File: config.mk
export PLATFORM = sky130hd
export DESIGN_NAME = pixel_substitute
export DESIGN_NICKNAME = d
export VERILOG_FILES = /design/src/rtl/pixel_sub_pkg.sv /design/src/rtl/pixel_substitute_sbox_ram.sv /design/src/rtl/pixel_substitute.sv
export SDC_FILE = /design/constraint.sdc
export NUM_CORES = 2
export LEC_CHECK = 0
export BUFFER_PORTS_ARGS = -buffer_cell sky130_fd_sc_hd__buf_2
export CORE_UTILIZATION = 55
export DETAILED_ROUTE_END_ITERATION = 16
export PLACE_DENSITY = 0.79
export SYNTH_ARGS = -nofsm -noshare
export SYNTH_HDL_FRONTEND = slang
export SYNTH_SLANG_ARGS = --single-unit
File: constraint.sdc
create_clock -name clk -period 3.35 [get_ports clk]
set_input_delay 0.1675 -clock clk [delete_from_list [all_inputs] [get_ports clk]]
set_output_delay 0.1675 -clock clk [all_outputs]
set_load 0.02 [all_outputs]
File: src/rtl/pixel_sub_pkg.sv
// Shared constants and FSM state encoding for the chained pixel substitution stage.
package pixel_sub_pkg;

    localparam int unsigned SBOX_DEPTH = 256;
    localparam int unsigned SBOX_AW    = 8;
    localparam logic [7:0]  IV_DEFAULT = 8'h5A;

    typedef enum logic [1:0] {
        LOAD = 2'd0,
        RUN  = 2'd1,
        ERR  = 2'd2
    } state_t;

endpackage

File: src/rtl/pixel_substitute_sbox_ram.sv
// 256x8 S-box storage: one synchronous write port, one combinational read port, no reset.
module sbox_ram
    import pixel_sub_pkg::*;
(
    input  logic               clk,
    input  logic               we,
    input  logic [SBOX_AW-1:0] waddr,
    input  logic [7:0]         wdata,
    input  logic [SBOX_AW-1:0] raddr,
    output logic [7:0]         rdata
);

    logic [7:0] mem [SBOX_DEPTH];

    always_ff @(posedge clk) begin
        if (we) begin
            mem[waddr] <= wdata;
        end
    end

    assign rdata = mem[raddr];

endmodule

File: src/rtl/pixel_substitute.sv
// Captures a 256-byte S-box, then encrypts pixels with chained substitution
// C[i] = S[P[i] ^ C[i-1]], seeded by IV at the start of every image.
module pixel_substitute
    import pixel_sub_pkg::*;
#(
    parameter int unsigned DEPTH = SBOX_DEPTH,
    parameter logic [7:0]  IV    = IV_DEFAULT,
    parameter int unsigned CNT_W = 16
) (
    input  logic             clk,
    input  logic             rst,
    input  logic             sbox_we,
    input  logic [7:0]       sbox_data,
    input  logic             sbox_done,
    input  logic             pix_valid,
    output logic             pix_ready,
    input  logic [7:0]       pix_data,
    input  logic             pix_last,
    output logic             enc_valid,
    input  logic             enc_ready,
    output logic [7:0]       enc_data,
    output logic             enc_last,
    output logic             table_ok,
    output logic             load_err,
    output logic [CNT_W-1:0] pix_count
);

    localparam logic [8:0] FULL = 9'(DEPTH);

    state_t     state, state_nxt;
    logic [8:0] wr_ptr, wr_ptr_nxt;
    logic       mem_we;
    logic [7:0] chain;
    logic [7:0] rd_addr;
    logic [7:0] sub_byte;
    logic       pix_xfer;

    sbox_ram u_sbox_ram (
        .clk   (clk),
        .we    (mem_we),
        .waddr (wr_ptr[SBOX_AW-1:0]),
        .wdata (sbox_data),
        .raddr (rd_addr),
        .rdata (sub_byte)
    );

    always_ff @(posedge clk or negedge rst) begin
        if (!rst) begin
            state  <= LOAD;
            wr_ptr <= '0;
        end else begin
            state  <= state_nxt;
            wr_ptr <= wr_ptr_nxt;
        end
    end

    // A write arriving in the same cycle as sbox_done counts toward the full table.
    always_comb begin
        state_nxt  = state;
        wr_ptr_nxt = wr_ptr;
        mem_we     = 1'b0;
        case (state)
            LOAD: begin
                if (sbox_we) begin
                    if (wr_ptr == FULL) begin
                        state_nxt = ERR;
                    end else begin
                        mem_we     = 1'b1;
                        wr_ptr_nxt = wr_ptr + 9'd1;
                    end
                end
                if ((state_nxt == LOAD) && sbox_done) begin
                    state_nxt = (wr_ptr_nxt == FULL) ? RUN : ERR;
                end
            end
            default: begin
            end
        endcase
    end

    assign table_ok  = (state == RUN);
    assign load_err  = (state == ERR);
    assign pix_ready = (state == RUN) && (!enc_valid || enc_ready);
    assign pix_xfer  = pix_valid && pix_ready;
    assign rd_addr   = pix_data ^ chain;

    always_ff @(posedge clk or negedge rst) begin
        if (!rst) begin
            chain     <= IV;
            enc_valid <= 1'b0;
            enc_data  <= '0;
            enc_last  <= 1'b0;
            pix_count <= '0;
        end else if (pix_xfer) begin
            chain     <= pix_last ? IV : sub_byte;
            enc_valid <= 1'b1;
            enc_data  <= sub_byte;
            enc_last  <= pix_last;
            pix_count <= pix_last ? '0 : pix_count + 1'b1;
        end else if (enc_valid && enc_ready) begin
            enc_valid <= 1'b0;
        end
    end

endmodule

==> results.cfg <==
[status]
outcome = finished, violations left
failed_checks = setup timing

[routing]
wl_per_cell_um = 32.4
wl_um = 227000
first_pass_iters = 6
routed_via_density = 6.71
ant_nets = 0
num_vias = 47111
drc = 0
detailedRoute.firstIterationViolations = 8330

[clock_network]
cts_root_buffer = clkbuf_16
htree_num_levels = 4
clk_latency_ps = 860
path_clk_slew_ps = 70
cts.path.max_buffers = 3
cts_tree = built
cts-buffers-inserted = 193
clkSinkCount = 2093

[finish]
area_growth_syn_to_layout_pct = 17.8
final_common_cell = edfxtp_1
final_area_mm2 = 0.0966
final_cell_mix = edfxtp_1, buf_4, mux4_2
drive_gt1_frac = 0.309
final_nets = 4960
utilization = 0.654

[grt]
grt-ovfl-total = 0
grt_use_total = 0.300
grt_pass1_vias = 46631
grt_pass1_wl_um = 323000
antenna_found_initial = 7
grt_max_degree = 126

[logic_synthesis]
synth_compound_area_frac = 0.0217
synth_edf_count = 2048
syn_nets = 4262
syn_area_per_cell_um2 = 19.4
synth_simple_gate_area_share = 0.0513
ys_seq_area_frac = 0.764
ys_warn_count = 0
async_flop_share = 0.0215
synth_top_flop_cell = edfxtp_1
synth_cells = 4234
yosysUniqueCellTypes = 60
ys_seq_elements = 2093
synthMuxAreaShare = 0.144
synth_adder_area_share = 0.000763
synth_top_family_by_area = multiplexers
synth_area_mm2 = 0.0820
synth-xor-area-share = 0.00340

[floorplan]
core_mm2 = 0.148
die_w_um = 388
ios = 52
dieArea_mm2 = 0.151
die_h_um = 388
row_count = 141
initial_core_util = 0.555

[timing]
slew_viol_final = 0
setup_viol = 15
slew_headroom = 0.243
fin_crit_ps = 3540
fin_ws_ps = -189
timing.fmax_ghz = 0.283
rsz0062_at_grt = true
holdWs_ps = 53.4
setup_tns_ps = -1030
tightest_slew_ps = 1140
finalCritPeriodShare = 1.06
finalHoldViolCount = 0
fin_worst_skew_ps = 47.5

[worst_hold_path]
hold_path.class = in -> reg

[critical_path]
worstPathRequired_ps = 4120
crit_path_max_fanout = 19
cp_cell_sequence = xnor2_4 -> buf_6 -> buf_16 -> buf_16 -> mux4_2 -> mux4_2 -> nand2_1 -> nand3_1 -> a31oi_1 -> buf_4 -> a211oi_2 -> a211o_1
cp.arrival_ps = 4310
slowest_delay_ps = 550
startpoint_type = flip-flop
crit_path_end_kind = flip-flop
worstSetupPathType = reg -> reg
r2r_slack_ps = -190
cp_slowest_cell = mux4_2

[placed_design]
port-buffer-count = 51
dpl.hpwl_um = 137000
dp_slack_ps = -419
routabilityCongestion = 0.934
place_area_mm2 = 0.0890

[pwr]
powerDensity_mw_per_mm2 = 549
irDropWorstVdd_mv = 0.453
p_leak_nw = 32.1

[flow_run]
maxCapViolCount = 0
[routing by layer]
| metal | wire, µm | GRT usage |
|---|---|---|
| met4 | 12900 | 0.148 |
| met1 | 77100 | 0.390 |
| met5 | 161 | 0 |
| met2 | 106000 | 0.462 |
| met3 | 31400 | 0.0928 |
[report_power, final]
part | switching, mW | internal [mW]
Clock | 9.71 | 11.3
Sequential | 0.00487 | 28.7
Combinational | 2.02 | 1.25
Total | 11.7 | 41.3
[synthesized netlist by cell type (8+ instances only)]
library cell | number | area [µm²]
edfxtp_1 | 2048 | 61500
mux2_2 | 17 | 191
nand4_1 | 34 | 213
mux2i_1 | 124 | 1240
a311oi_1 | 8 | 70.1
xnor2_1 | 17 | 149
o22a_1 | 8 | 70.1
buf_2 | 65 | 325
buf_6 | 10 | 113
a21oi_1 | 56 | 280
xor2_1 | 13 | 114
dfrtp_1 | 41 | 1030
nand2_1 | 461 | 1730
and3_1 | 25 | 156
buf_4 | 53 | 398
nor2_1 | 290 | 1090
a32oi_1 | 30 | 263
buf_1 | 12 | 45.0
nor3_1 | 19 | 95.1
o32ai_1 | 8 | 70.1
a31oi_1 | 41 | 257
nand3_1 | 122 | 611
o21ai_0 | 27 | 135
clkbuf_1 | 99 | 372
o22ai_1 | 27 | 169
mux4_2 | 459 | 10300
nor4_1 | 16 | 100
[kinds of logic (layout without fill, tap and decap cells)]
group                    count (synthesis)  count (layout)
AO/OA/AOI/OAI                          262             262
multiplexers                           600             600
other                                    0               4
adder cells (fa/ha/maj)                  5               5
XOR/XNOR                                31              31
buffers and inverters                  245            1102
AND/OR/NAND/NOR                        998             998
flip-flops                            2093            2093
[sequential cells by signal, indices dropped and copies added, names as in the netlist]
signal          flops
enc_last            1
u_sbox_ram.mem   2048
enc_valid           1
pix_count          16
wr_ptr              9
chain               8
state               2
enc_data            8
[worst max-delay path: cells and delay by family (launching register included)]
| kind | cells | cell delay (ps) |
|---|---|---|
| AO/OA/AOI/OAI | 3 | 630 |
| XOR/XNOR | 1 | 210 |
| buffers and inverters | 4 | 720 |
| flip-flops | 1 | 440 |
| multiplexers | 2 | 1070 |
| AND/OR/NAND/NOR | 2 | 360 |
[cell type report]
type / instances / area, µm²
Clock buffer: 246 / 5100
Timing Repair Buffer: 742 / 6790
Sequential cell: 2093 / 62600
Fill cell: 8939 / 51200
Clock inverter: 108 / 850
Multi-Input combinational cell: 1896 / 18800
Antenna cell: 4 / 10.0
Inverter: 6 / 22.5
Tap cell: 1930 / 2410
[what timing repair did]
action                                  4_1_cts  5_1_grt
pin swaps                                    10       30
gates cloned                                  7        2
gates resized for setup                      60      106
endpoints found under the setup margin       16      190
setup buffers                                25       42
endpoints found under the hold margin       259        0
hold buffers                                 16        0
[worst paths after layout]
path | from | end | depth (start not counted)
worst max-delay path | chain[0]$_DFFE_PN0P_ | chain[4]$_DFFE_PN1P_ | 12
worst min-delay path | sbox_data[6] | u_sbox_ram.mem[112][6]$_DFFE_PP_ | 1
min in group asynchronous | rst | pix_count[3]$_DFFE_PN0P_ | 2
worst min register to register | enc_last$_DFFE_PN0P_ | enc_last$_DFFE_PN0P_ | 1
worst max register to register | chain[0]$_DFFE_PN0P_ | chain[4]$_DFFE_PN1P_ | 12
max in group asynchronous | rst | chain[0]$_DFFE_PN0P_ | 2
[stage by stage]
step                      std cells  power, mW
after floorplan                4234       30.7
after detailed placement       6584       32.2
after CTS                      6985       52.8
after global routing           7021       54.1
after global placement         6584       32.1
final                          7025       53.0
(Power assumes the default switching activity.)
